### src/rtl/lzss_decoder_if.sv
// Token-in / word-out handshake bundle for lzss_decoder.
interface lzss_decoder_if #(
  parameter int WORD_SIZE = 8
);
  logic                 in_valid;
  logic                 in_ready;
  logic [WORD_SIZE:0]   data_i;
  logic                 out_valid;
  logic                 out_ready;
  logic [WORD_SIZE-1:0] data_o;
  logic                 busy;
  logic                 err_o;

  modport slave (
    input  in_valid, data_i, out_ready,
    output in_ready, out_valid, data_o, busy, err_o
  );

  modport master (
    output in_valid, data_i, out_ready,
    input  in_ready, out_valid, data_o, busy, err_o
  );
endinterface

### src/rtl/lzss_decoder.sv
// Streaming LZSS decompressor: literals pass through, back-references expand from a shift-register history.
// Optional macro LZSS_DECODER_RANGE_CHECK_EN enables a fill counter and sticky err_o on out-of-range offsets.
module lzss_decoder #(
  parameter int WORD_SIZE   = 8,
  parameter int WINDOW_SIZE = 32
) (
  input  logic           clk,
  input  logic           rst_n,
  lzss_decoder_if.slave  bus
);
  localparam int OFFSET_BITS = $clog2(WINDOW_SIZE);
  localparam int LENGTH_BITS = WORD_SIZE - OFFSET_BITS;

  typedef enum logic {IDLE, COPY} state_t;

  state_t                 state, state_next;
  logic [WORD_SIZE-1:0]   hist [WINDOW_SIZE];
  logic [WORD_SIZE-1:0]   data_q, load_word;
  logic                   out_valid_q, slot_free, in_ready, accept, load, is_ref, start_copy;
  logic [OFFSET_BITS-1:0] offset_q, tok_off;
  logic [LENGTH_BITS-1:0] remaining, tok_len;

  assign is_ref     = bus.data_i[WORD_SIZE];
  assign tok_off    = bus.data_i[WORD_SIZE-1:LENGTH_BITS];
  assign tok_len    = bus.data_i[LENGTH_BITS-1:0];
  assign slot_free  = !out_valid_q || bus.out_ready;
  assign in_ready   = rst_n && (state == IDLE) && slot_free;
  assign accept     = bus.in_valid && in_ready;
  assign start_copy = accept && is_ref && (tok_len != '0);

  assign bus.in_ready  = in_ready;
  assign bus.out_valid = out_valid_q;
  assign bus.data_o    = data_q;
  assign bus.busy      = (state == COPY);

  always_ff @(posedge clk) begin
    if (!rst_n) state <= IDLE;
    else        state <= state_next;
  end

  always_comb begin
    state_next = state;
    load       = 1'b0;
    load_word  = bus.data_i[WORD_SIZE-1:0];
    case (state)
      IDLE: begin
        if (accept && !is_ref) load = 1'b1;
        if (start_copy)        state_next = COPY;
      end
      COPY: begin
        load_word = hist[offset_q];
        if (slot_free) begin
          load = 1'b1;
          if (remaining == LENGTH_BITS'(1)) state_next = IDLE;
        end
      end
      default: state_next = IDLE;
    endcase
  end

  // Every loaded word enters hist[0]; the offset stays fixed so overlapping copies replay themselves.
  always_ff @(posedge clk) begin
    if (!rst_n) begin
      out_valid_q <= 1'b0;
      data_q      <= '0;
      offset_q    <= '0;
      remaining   <= '0;
      for (int unsigned i = 0; i < WINDOW_SIZE; i++) hist[i] <= '0;
    end else begin
      if (load) begin
        data_q      <= load_word;
        out_valid_q <= 1'b1;
        hist[0]     <= load_word;
        for (int unsigned i = 1; i < WINDOW_SIZE; i++) hist[i] <= hist[i-1];
      end else if (bus.out_ready) begin
        out_valid_q <= 1'b0;
      end

      if (start_copy) begin
        offset_q  <= tok_off;
        remaining <= tok_len;
      end else if (state == COPY && slot_free) begin
        remaining <= remaining - LENGTH_BITS'(1);
      end
    end
  end

`ifdef LZSS_DECODER_RANGE_CHECK_EN
  logic [OFFSET_BITS:0] fill;
  logic                 err_q;

  always_ff @(posedge clk) begin
    if (!rst_n) begin
      fill  <= '0;
      err_q <= 1'b0;
    end else begin
      if (load && fill != (OFFSET_BITS+1)'(WINDOW_SIZE)) fill <= fill + (OFFSET_BITS+1)'(1);
      if (start_copy && {1'b0, tok_off} >= fill) err_q <= 1'b1;
    end
  end

  assign bus.err_o = err_q;
`else
  assign bus.err_o = 1'b0;
`endif

endmodule

### src/flat_wrapper.sv
// flat-port wrapper written by rule: the top's interface ports become plain ports
module lzss_decoder_flat 
#(
  parameter int WORD_SIZE   = 8,
  parameter int WINDOW_SIZE = 32
)
  (clk, rst_n, bus_in_valid, bus_data_i, bus_out_ready, bus_in_ready, bus_out_valid, bus_data_o, bus_busy, bus_err_o);
  lzss_decoder_if #(.WORD_SIZE(WORD_SIZE)) bus_i ();
  input  logic clk;
  input  logic rst_n;
  input wire logic [$bits(bus_i.in_valid)-1:0] bus_in_valid;
  input wire logic [$bits(bus_i.data_i)-1:0] bus_data_i;
  input wire logic [$bits(bus_i.out_ready)-1:0] bus_out_ready;
  output wire logic [$bits(bus_i.in_ready)-1:0] bus_in_ready;
  output wire logic [$bits(bus_i.out_valid)-1:0] bus_out_valid;
  output wire logic [$bits(bus_i.data_o)-1:0] bus_data_o;
  output wire logic [$bits(bus_i.busy)-1:0] bus_busy;
  output wire logic [$bits(bus_i.err_o)-1:0] bus_err_o;
  assign bus_i.in_valid = bus_in_valid;
  assign bus_i.data_i = bus_data_i;
  assign bus_i.out_ready = bus_out_ready;
  assign bus_in_ready = bus_i.in_ready;
  assign bus_out_valid = bus_i.out_valid;
  assign bus_data_o = bus_i.data_o;
  assign bus_busy = bus_i.busy;
  assign bus_err_o = bus_i.err_o;
  lzss_decoder #(.WORD_SIZE(WORD_SIZE), .WINDOW_SIZE(WINDOW_SIZE)) u_core (.clk(clk), .rst_n(rst_n), .bus(bus_i));
endmodule
### config.mk
export PLATFORM = sky130hd
export DESIGN_NAME = lzss_decoder_flat
export DESIGN_NICKNAME = d
export VERILOG_FILES = /design/src/rtl/lzss_decoder_if.sv /design/src/rtl/lzss_decoder.sv /design/src/flat_wrapper.sv
export SDC_FILE = /design/constraint.sdc
export NUM_CORES = 1
export LEC_CHECK = 0
export BUFFER_PORTS_ARGS = -buffer_cell sky130_fd_sc_hd__buf_2
export CAP_MARGIN = 20
export CORE_AREA = 2 2 193 195
export CTS_BUF_LIST = sky130_fd_sc_hd__clkbuf_16
export DETAILED_ROUTE_END_ITERATION = 10
export DIE_AREA = 0 0 195 197
export SKIP_LAST_GASP = 1
export SYNTH_ARGS = -nofsm -noshare
export SYNTH_HDL_FRONTEND = slang
export SYNTH_SLANG_ARGS = --single-unit
### constraint.sdc
create_clock -name clk -period 7.25 [get_ports clk]
set_input_delay 0.3625 -clock clk [delete_from_list [all_inputs] [get_ports clk]]
set_output_delay 0.3625 -clock clk [all_outputs]
set_load 0.01 [all_outputs]
# After elaboration in Yosys (flattened, before gate mapping)
# Memory sizes are Yosys's and may differ from the RTL's. A register that Yosys moved wholly into a read port is not among the register bits.
# Index checks and enable logic that the tools add are counted.
dict set report op_classes {
  n_addsub 1
  n_eq_ne 1
  n_mux 50
  reduce_logical 13
  n_bitwise 33
}
# cell n
set op_table {}
lappend op_table {{two-way mux 8 bit} 33}
lappend op_table {{bitwise OR 1 bit} 32}
lappend op_table {{two-way mux 1 bit} 11}
lappend op_table {{two-way mux 5 bit} 2}
lappend op_table {{logical AND 1 bit} 7}
lappend op_table {{two-way mux 3 bit} 2}
lappend op_table {{case mux 1 bit (2 select lines)} 2}
lappend op_table {{nonzero test 2 bit} 2}
lappend op_table {{equality test 3 x 1 -> 1 bit, second input constant} 1}
lappend op_table {{nonzero test 3 bit} 1}
lappend op_table {{subtractor 3 x 1 -> 3 bit, second input constant} 1}
lappend op_table {{logical NOT 1 bit} 2}
lappend op_table {{logical OR 1 bit} 1}
lappend op_table {{inverter 1 bit} 1}
dict set report word_totals {
  regBits 18
  ramBits 256
  inputBits 13
  n_memories 1
  out_inout_bits 12
  word_cells 104
}
# memory depth word_bits rd rd_ports_with_merged_regs write_ports line_no
set memory_table {}
lappend memory_table {u_core.hist 32 8 32 1 32 lzss_decoder.sv:17} ;# logic [WORD_SIZE-1:0] hist [WINDOW_SIZE];

# Depth between registers and ports, before layout
# Gate-level depths: netlist of the first run.
dict set report logic_depth {
  ltp_word 11
  mapped_depth 7
  ltp_nobuf 5
}

# Least setup slack after synthesis of the first run
# OpenSTA, ideal clock, no wires.
dict set report synth_timing {
  path_type {input-to-reg}
  startpoint {input port bus_out_ready}
  endpoint {memory u_core.hist[0][0], enable pin}
  cell_stages 5
  arrival_time_ns 5.849
  setup_time_ns 0.605
  n_path_buf 1
  path_slack_ns 0.796
  t_required_ns 6.645
  path_cell_list {nand2b_1 > o21ai_1 > and2_1 > clkbuf_1 > inv_1}
}
# element line_no
set synth_lines {}
lappend synth_lines {{start: declaration} flat_wrapper.sv:13} ;# input wire logic [$bits(bus_i.out_ready)-1:0] bus_out_ready;
lappend synth_lines {{end: declaration} lzss_decoder.sv:17}

==> results of run 1 <==
==> power by group through the flow <==
stage	clock network, mW	registers [mW]	logic [mW]
3_5_place_dp	0	2.02	0.274
2_1_floorplan	0	2.02	0.204
6_report	1.44	1.99	0.270
3_3_place_gp	0	2.02	0.269
5_1_grt	1.53	2.01	0.304
4_1_cts	1.48	1.99	0.275
==> cell type report <==
cell class | count | area [um^2]
Timing Repair Buffer | 34 | 210
Multi-Input combinational cell | 566 | 4060
Clock inverter | 25 | 189
Sequential cell | 279 | 8150
Tap cell | 468 | 586
Clock buffer | 29 | 726
Inverter | 5 | 26.3
Fill cell | 3511 | 22300
==> worst reg2reg max path: cells and delay by family, from the launching register on <==
family | cells | cell delay [ns]
AO/OA/AOI/OAI | 1 | 0.28
buffers and inverters | 2 | 1.53
flip-flops | 1 | 0.76
AND/OR/NAND/NOR | 1 | 0.39
==> layout by cell type, fill, tap and decap left out, types with 2 or more instances in the layout <==
| master | n |
|---|---|
| a21oi_1 | 46 |
| a22oi_1 | 72 |
| and2_1 | 253 |
| buf_2 | 23 |
| buf_4 | 10 |
| bufinv_16 | 3 |
| clkbuf_16 | 29 |
| clkinv_1 | 8 |
| clkinv_2 | 9 |
| dfxtp_1 | 22 |
| edfxtp_1 | 256 |
| ha_1 | 2 |
| inv_1 | 7 |
| mux2i_1 | 133 |
| nand2_1 | 3 |
| nand2b_1 | 5 |
| nor2_1 | 9 |
| nor2b_1 | 2 |
| nor2b_2 | 2 |
| nor3_1 | 3 |
| o21ai_0 | 10 |
| o21ai_1 | 11 |
| or4_1 | 8 |
==> final timing paths <==
check / startpoint / endpoint / slack, ns / cells after the start
setup reg to reg: u_core.bus.busy / u_core.hist[26][0] / 3.87 / 4
setup / recovery: u_core.bus.busy / u_core.hist[26][0] / 3.87 / 4
hold reg to reg: u_core.remaining[2] / u_core.remaining[2] / 0.47 / 2
hold / removal: bus_data_i[4] / u_core.bus.data_o[4] / 0.08 / 3
==> registers in the layout, summed over array words and instances (netlist names), named ones only <==
name,count
u_core.offset_q,5
u_core.hist,256
u_core.bus.busy,1
u_core.bus.out_valid,1
u_core.remaining,3
u_core.bus.data_o,8
==> routing by layer <==
metal / GRT usage / vias up
met1: 0.183 / 3493
met3: 0.0173 / 25
met5: 0 / -
met4: 0.0303 / 0
li1: - / 3344
met2: 0.195 / 117
==> cell families after synthesis <==
logic type,synth area share
compound gates,0.0704
simple gates,0.144
other cells,0.000299
flops,0.650
mux,0.106
buf+inv,0.0271
fa+ha+maj,0.00200
==> through the flow <==
stage,util,power [mW],instance area [um^2]
finish,0.385,3.70,13900
global route,0.385,3.84,13900
CTS,0.384,3.74,13900
detailed placement,0.359,2.29,13000
global placement,0.359,2.29,13000
floorplan,-,2.22,12500
==> metrics.md, run 1 <==
| Metric | Value |
|---|---|
| Slowest cell on the critical path | `buf_4` |
| Die X | `195 um` |
| Worst skew pair latency | `0.54 ns` |
| Synth top area share | `0.613` |
| Reg clk slew, reported paths | `0.06 ns` |
| Final setup viols | `0` |
| Root Driver | `clkbuf_16` |
| Slack of the critical path | `3.87 ns` |
| # Post-CTS Setup Buffers | `0` |
| Top Layer Used | `met4` |
| Total global routing overflow | `0` |
| PostCTS Resize Cnt | `0` |
| Share of cells above drive strength 1 | `0.0906` |
| Final net count | `between 900 and 1000` |
| DP Wirelength | `12.9 mm` |
| CTS tree | `yes` |
| Synth area leader | `edfxtp_1` |
| DRT Wirelength | `roughly 24 mm` |
| Pwr/cell area | `265 mW/mm^2` |
| Fmax | `0.296 GHz` |
| Most common cell in the netlist | `edfxtp_1` |
| H-tree Lvls | `1` |
| Vias | `6979` |
| Pre-CTS WS | `3.59 ns` |
| Initial DRC Count | `478` |
| Clk sinks | `279` |
| Hold crit path type | `input port to flip-flop` |
| Largest cells by area after synthesis | `edfxtp_1 61%, and2_1 13%, mux2i_1 11%` |
| Clock network fraction of total power | `0.389` |
| Fin crit period | `3.38 ns` |
| Clk_skew | `0.00892 ns` |
| Gate power share | `0.073` |
| CP Cell Sequence | `o21ai_1 > and2_1 > inv_8 > buf_4` |
| Slew Limit Fails | `0` |
| Met3 wire length | `~910 um` |
| CP top delay family | `buffers and inverters` |
| Crit Path Class | `flip-flop to flip-flop` |
| Initial antenna violation count | `0` |
| Sequential power share | `0.538` |
| Synthesized area | `0.0125 mm^2` |
| Antenna Nets Post-Route | `0` |
| Cts hold-fix bufs | `0` |
| CTS Buf Count | `29` |
| Sequential area share after synthesis | `0.650` |
| Launching element type of the critical path | `flip-flop` |
| MaxCap Viol Count | `0` |
| Hold Slack | `0.0848 ns` |
| Final period utilization | `0.466` |
| # IOs | `25` |
| Dpl cells | `about 1400` |
| CP max FO | `106` |
| Avg WL per Cell | `17.0 um` |
| Status | `finished clean` |
| Layout area overhead | `11.3%` |
| Clock tree buffer depth | `3` |
| Peak supply drop | `0.181 mV` |
| Internal | `2.86 mW` |
| Final hold vios | `0` |
| Buffers & Inverters on Critical Path | `2` |
| Syn Nets | `930` |
| Diodes inserted | `0` |
| Slew headroom | `0.258` |
| RSZ-0062 raised after global routing | `false` |
| First-pass GRT wire length | `38.7 mm` |
| Post-synth cell types | `27` |
| Largest net degree at the start of global routing | `119` |
| Mean Syn Cell Area | `13.7 um^2` |
| Core ar. | `between 0.03 and 0.04 mm^2` |
| Initial Util | `0.346` |
| Psw | `838 uW` |
| Pre-antenna DRT Iters | `5` |
| DRT met1 WL | `11.9 mm` |
| DR DRC count | `0` |
| Routed wl met2 | `10.8 mm` |
| Synth Warn # | `0` |
| Top_reg_cell synth | `edfxtp_1` |
| Seq cells post-synth | `279` |
| Die Y | `197 um` |
| Worst-margin pin slew | `roughly 1.1 ns` |
| Fin Setup TNS | `0 ns` |
| Final Wtd Congestion | `0.727` |
| Fin cells | `1406` |
| Crit path largest cell delay | `approximately 0.9 ns` |
| Synth Instances | `approximately 900` |
| Vias in the first global route | `6940` |
| LEAKAGE | `4.84 nW` |
| Most frequent cells after synthesis | `256 x edfxtp_1, 253 x and2_1, 133 x mux2i_1` |
| EDFF count, synth | `approximately 260` |
| Post-DR vias/cell | `approximately 5.0` |
| DIE AREA | `0.0384 mm^2` |
| Total Routing Usage GR | `0.124` |
| Row cnt | `70` |
| Switching Share | `0.227` |
| IO buf count | `23` |
| Crit. End Element | `flip-flop` |
| Worst EP required | `around 7.4 ns` |
| Critical path arrival | `roughly 3.6 ns` |
| Async S/R FF share, synth | `0` |
Note: power is estimated with default switching activity, not from simulation.
==> run 2, diff against run 1 <==
Settings changed: ABC_AREA from default to 1, CORE_AREA 2 2 193 195 to 2 2 198 200, DIE_AREA 0 0 195 197 to 0 0 200 202.
Clock period 7.25 ns to 3.3 ns, I/O delays scaled along.
==> run 2 against run 1 <==
Synthesized cell count up 65%. Count of clock-buffer cells in the layout up 6. Clock power up 140%. Sequential share of layout area down 3.9 points. Area after synthesis up 5.1%. Core utilization up 0.55 points. Global-route usage up 1.5 points. Design area up 7.1%. Combinational power rose to 3.0 times the previous value. Flip-flop and latch count unchanged. Largest power group unchanged. Highest routed layer unchanged.
==> metrics.md, run 2 <==
| Metric | Value |
|---|---|
| RSZ-0062 raised after global routing | `false` |
| Sequential area share after synthesis | `0.618` |
| Synth area leader | `edfxtp_1` |
| Row cnt | `72` |
| Status | `finished clean` |
| CP max FO | `89` |
| Final core occ | `0.390` |
| Launching element type of the critical path | `flip-flop` |
| Final hold vios | `0` |
| Seq cells post-synth | `279` |
| Dpl cells | `1987` |
| Hold Slack | `about 0.029 ns` |
| Critical path arrival | `2.63 ns` |
| Post-synth cell types | `23` |
| FF-to-FF End | `u_core.hist[0][1]` |
| Worst skew pair latency | `0.56 ns` |
| Core ar. | `roughly 0.038 mm^2` |
| Fin Setup TNS | `0 ns` |
| Total Routing Usage GR | `0.139` |
| Diodes inserted | `0` |
| First-pass GRT wire length | `45.9 mm` |
| Pre-antenna DRT Iters | `5` |
| Share of cells above drive strength 1 | `0.0679` |
| Final period utilization | `0.709` |
| Die Y | `about 200 um` |
| Synth Warn # | `0` |
| CTS tree | `yes` |
| Critical Path Most Common Cell | `nand2_1` |
| Setup slack, reg-to-reg | `0.96 ns` |
| # IOs | `25` |
| Crit. End Element | `flip-flop` |
| Fin cells | `2049` |
| WHS Path Cells | `5` |
| Async S/R FF share, synth | `0` |
| Syn Nets | `~1500` |
| Synth Instances | `1509` |
| CP top delay family | `buffers and inverters` |
| Clock tree buffer depth | `3` |
| Reg clk slew, reported paths | `0.06 ns` |
| Slowest cell on the critical path | `buf_4` |
| Layout area overhead | `13.4%` |
| CP Cell Sequence | `nor3_4 > nand2_1 > o21ai_2 > nand2_4 > buf_4 > a21oi_1 > nand2_1 > inv_1` |
| Hold path endpoint | `u_core.remaining[1]` |
| H-tree Lvls | `1` |
| CTS Buf Count | `30` |
| Initial antenna violation count | `0` |
| PostCTS Resize Cnt | `0` |
| Die X | `200 um` |
| Hold crit path type | `input port to flip-flop` |
| IO buf count | `23` |
| Pwr/cell area | `around 580 mW/mm^2` |
| EDFF count, synth | `about 260` |
| Post-DR vias/cell | `4.53` |
| Mean Syn Cell Area | `8.73 um^2` |
| Fin crit period | `2.34 ns` |
| Most frequent cells after synthesis | `476 x nand2_1, 275 x inv_1, 256 x edfxtp_1` |
| DRT Wirelength | `between 20 and 30 mm` |
| DIE AREA | `0.0404 mm^2` |
| LEAKAGE | `6.85 nW` |
| DP Wirelength | `15.2 mm` |
| Worst Hold Launch | `bus_data_i[1]` |
| R2R Path Start | `u_core.bus.busy` |
| Clk_skew | `0.0403 ns` |
| Slew headroom | `0.333` |
| Fill cells | `3774` |
| Slew Limit Fails | `0` |
| DR DRC count | `0` |
| Commonest non-fill, non-tap cell in the layout | `nand2_1` |
| MaxCap Viol Count | `0` |
| Antenna Nets Post-Route | `0` |
| Vias | `9284` |
| Avg WL per Cell | `13.5 um` |
| Final net count | `1523` |
| Total global routing overflow | `0` |
| Root Driver | `clkbuf_16` |
| Vias in the first global route | `8949` |
| Initial DRC Count | `683` |
| Final setup viols | `0` |
| Synth top area share | `0.584` |
| Final Wtd Congestion | `roughly 0.75` |
| Crit path largest cell delay | `0.72 ns` |
| Buffers & Inverters on Critical Path | `2` |
| Largest cells by area after synthesis | `edfxtp_1 58%, nand2_1 14%, nand3_1 7.9%` |
| Worst EP required | `3.59 ns` |
| Fmax | `0.427 GHz` |
| Initial Util | `0.344` |
| Clk sinks | `279` |
| Commonest non-fill, non-tap cells in the layout | `476 x nand2_1, 272 x inv_1, 256 x edfxtp_1` |
| Largest net degree at the start of global routing | `around 130` |
| Top_reg_cell synth | `edfxtp_1` |
| Peak supply drop | `0.395 mV` |
| Worst-margin pin slew | `0.999 ns` |
| Reg2Reg Depth | `8` |
| Flip-flop count of the largest register after layout | `~260` |
| Synthesized area | `0.0132 mm^2` |
| Most common cell in the netlist | `nand2_1` |
| Crit Path Class | `flip-flop to flip-flop` |
| Largest reg by FF count | `u_core.hist` |
run 2: cell count changes in the layout (fill, tap and decap cells not counted), moves of 32 or more:
cell	change
nand2_1	+473
inv_1	+265
and2_1	-253
nand3_1	+209
nor2_1	+141
mux2i_1	-133
a22oi_1	-72
a21oi_1	-32
run 2: cells by family after synthesis:
logic type	count (synthesis)	synth area share
adder cells (fa/ha/maj)	2	0.00190
buffers and inverters	361	0.108
AO/OA/AOI/OAI	24	0.00931
flip-flops	279	0.618
other	1	0.000285
AND/OR/NAND/NOR	841	0.261
XOR/XNOR	1	0.000665
run 2: final cells by class:
type / count / area (um^2) / area share
multi-input cells: 869 / 3620 / 0.243
flip-flops and latches: 279 / 8160 / 0.546
clock buffers: 35 / 876 / 0.0586
inverters: 277 / 1050 / 0.0700
clock inverters: 20 / 144 / 0.00963
well taps: 518 / 648 / 0.0434
repair buffers: 51 / 445 / 0.0298
run 2: worst register-to-register path: cells and delay by family (launching register included):
kind            cells  cell delay (ns)
buf+inv             2             0.77
simple gates        4             0.42
flops               1             0.58
compound gates      2             0.31
run 2: worst max path at each step:
stage,start,to,cells past startpoint
floorplan,u_core.bus.out_valid,u_core.hist[0][0],7
global placement,u_core.bus.busy,u_core.hist[0][1],8
detailed placement,u_core.bus.busy,u_core.hist[0][1],8
CTS,u_core.bus.busy,u_core.hist[0][1],8
global route,u_core.bus.busy,u_core.hist[0][1],8
finish,u_core.bus.busy,u_core.hist[0][1],8
run 2: repair_timing:
action | in CTS | in global routing
hold endpoints to repair | 12 | 0
setup buffers | 0 | 0
hold buffers | 7 | 0
run 2: report_power, final:
group	total [mW]	internal [mW]	switching, mW
Sequential	4.37	4.22	0.158
Combinational	0.816	0.259	0.557
Clock	3.42	2.04	1.38
run 2: per-layer routing:
| layer | global-route usage | part of all wire |
|---|---|---|
| met5 | 0 | 0 |
| met4 | 0.0312 | 0.014 |
| met3 | 0.0160 | 0.044 |
| met2 | 0.229 | 0.46 |
| met1 | 0.197 | 0.48 |
run 2: per-stage QoR:
step / setup WS [ns] / instance area, um^2 / power (mW)
final: 0.960 / 14900 / 8.61
after global routing: 0.777 / 14900 / 8.96
after CTS: 0.945 / 14900 / 8.70
after detailed placement: 0.972 / 13800 / 5.26
after global placement: 0.978 / 13800 / 5.25
after floorplan: -1.86 / 13200 / 5.03
==> run 3, diff against run 2 <==
Clock period 3.3 ns to 2.15 ns, I/O delays scaled along.
==> run 3 against run 2 <==
Via count increased by 1.2%. Core utilization increased by 0.57 points. Largest power group unchanged. Largest cell class unchanged. Count of clock-buffer cells in the layout decreased by 1. Final cell count increased by 1.1%.
==> metrics.md, run 3 (synthesis gave the netlist of run 2 again) <==
| Metric | Value |
|---|---|
| Layout area overhead | `15.1%` |
| Hold crit path type | `input port to flip-flop` |
| Worst EP required | `2.44 ns` |
| Switching Share | `0.248` |
| DRT Wirelength | `28.1 mm` |
| First-pass GRT wire length | `46.8 mm` |
| CP top delay family | `buffers and inverters` |
| Vias | `roughly 9400` |
| # Post-CTS Setup Buffers | `0` |
| Fmax | `0.509 GHz` |
| Diodes inserted | `0` |
| Dpl cells | `approximately 2000` |
| Largest net degree at the start of global routing | `90` |
| Critical Path Most Common Cell | `nor2_4` |
| Gate power share | `0.104` |
| Psw | `3.21 mW` |
| RSZ-0062 raised after global routing | `false` |
| FF+latch area | `0.00816 mm^2` |
| Pwr/cell area | `855 mW/mm^2` |
| DIE AREA | `0.0404 mm^2` |
| Clock tree buffer depth | `3` |
| Slew headroom | `0.421` |
| Avg WL per Cell | `13.6 um` |
| Initial Util | `0.344` |
| Worst-margin pin slew | `0.868 ns` |
| Reg clk slew, reported paths | `roughly 0.07 ns` |
| Final net count | `between 1500 and 2000` |
| Slowest cell on the critical path | `dfxtp_2` |
| IO buf count | `23` |
| Fin cells | `between 2000 and 2500` |
| Post-DR vias/cell | `4.54` |
| Clk_skew | `about 0.021 ns` |
| Fill cells | `between 3000 and 4000` |
| Critical path arrival | `around 2.3 ns` |
| Final hold vios | `0` |
| Die X | `~200 um` |
| Core ar. | `0.0383 mm^2` |
| CTS Buf Count | `30` |
| MaxCap Viol Count | `0` |
| Launching element type of the critical path | `flip-flop` |
| Final Power | `13.0 mW` |
| Peak supply drop | `0.688 mV` |
| Slew Limit Fails | `0` |
| Total global routing overflow | `0` |
| Pre-antenna DRT Iters | `5` |
| Clk sinks | `approximately 280` |
| Total Routing Usage GR | `0.142` |
| Sequential power share | `0.518` |
| # IOs | `25` |
| Multi-input gate area | `0.00362 mm^2` |
| Final setup viols | `0` |
| CP max FO | `27` |
| Flip-flop count of the largest register after layout | `about 260` |
| Crit path largest cell delay | `0.34 ns` |
| Crit Path Class | `flip-flop to flip-flop` |
| Root Driver | `clkbuf_16` |
| Clock network fraction of total power | `0.379` |
| Largest reg by FF count | `u_core.hist` |
| Status | `finished clean` |
| Final Wtd Congestion | `slightly below 0.8` |
| Share of cells above drive strength 1 | `0.0773` |
| Worst skew pair latency | `0.55 ns` |
| Commonest non-fill, non-tap cells in the layout | `476 x nand2_1, 279 x inv_1, 256 x edfxtp_1` |
| Commonest non-fill, non-tap cell in the layout | `nand2_1` |
| Internal | `a little under 10 mW` |
| Initial DRC Count | `675` |
| Buffers & Inverters on Critical Path | `5` |
| Antenna Nets Post-Route | `0` |
| Vias in the first global route | `approximately 9000` |
| Final core occ | `0.396` |
| CP Cell Sequence | `inv_2 > nor2_4 > nor2_1 > inv_1 > o21ai_2 > nor2_4 > clkinvlp_4 > buf_12 > buf_4` |
| Initial antenna violation count | `0` |
| Row cnt | `72` |
| DP Wirelength | `16.1 mm` |
| Crit. End Element | `flip-flop` |
| Die Y | `202 um` |
| Final period utilization | `0.913` |
| Fin crit period | `roughly 2.0 ns` |
| CTS tree | `yes` |
| H-tree Lvls | `1` |
| PostCTS Resize Cnt | `0` |
| DR DRC count | `0` |
| LEAKAGE | `about 7 nW` |
## run 3: cell count changes in the layout (fill, tap and decap cells not counted), sizes merged, moves of 2 or more
| cell | delta |
|---|---|
| inv | +8 |
| bufinv | -2 |
| clkinv | -3 |
| dlygate4sd3 | +3 |
| buf | +18 |
## run 3: routing by layer
metal | up-vias | part of all wire | track usage
met5 | - | 0 | 0
met4 | 0 | 0.016 | 0.0325
met3 | 32 | 0.050 | 0.0202
met2 | 200 | 0.45 | 0.225
met1 | 4421 | 0.48 | 0.205
li1 | 4746 | - | -
## run 3: per-stage QoR
step           TNS (ns)  hold WS [ns]  worst slack [ns]  instance area, um^2
6_report              0        0.0146             0.187                15200
5_1_grt               0        0.0535            0.0449                15200
4_1_cts               0       0.00141             0.175                15200
3_5_place_dp          0         0.408             0.188                14100
3_3_place_gp          0         0.397             0.245                14100
2_1_floorplan   -771.61         0.261             -3.01                13200
## run 3: power groups by stage
stage          sequential, mW  clock (mW)  combinational [mW]
6_report                 6.71        4.91                1.34
5_1_grt                  6.77        5.24                1.54
4_1_cts                  6.71        5.02                1.36
3_5_place_dp             6.82           0                1.34
3_3_place_gp             6.81           0                1.32
2_1_floorplan            6.80           0               0.917
## run 3: area by class of cell
class	instances	share of cell area
flip-flops and latches	279	0.538
multi-input cells	869	0.239
inverters	277	0.0690
clock buffers	34	0.0561
repair buffers	72	0.0485
well taps	518	0.0428
clock inverters	22	0.00644
## run 3: path summary, 6_finish.rpt
path / slack, ns / startpoint / to / depth (start not counted)
setup / recovery: 0.19 / u_core.bus.out_valid / u_core.hist[27][4] / 9
hold / removal: 0.01 / bus_data_i[2] / u_core.bus.data_o[2] / 5
setup reg to reg: 0.19 / u_core.bus.out_valid / u_core.hist[27][4] / 9
hold reg to reg: 0.44 / u_core.offset_q[3] / flip-flop / 2
## run 3: what timing repair did
item | 4_1_cts | 5_1_grt
hold buffers | 10 | 0
hold endpoints to repair | 16 | 0
endpoints found under the setup margin | 0 | 0
## run 3: tightest hold or removal path, cell delays in order
cell,delay (ns)
buf_2,0.10
inv_1,0.08
a21oi_1,0.09
nand2_1,0.08
nand2_1,0.05
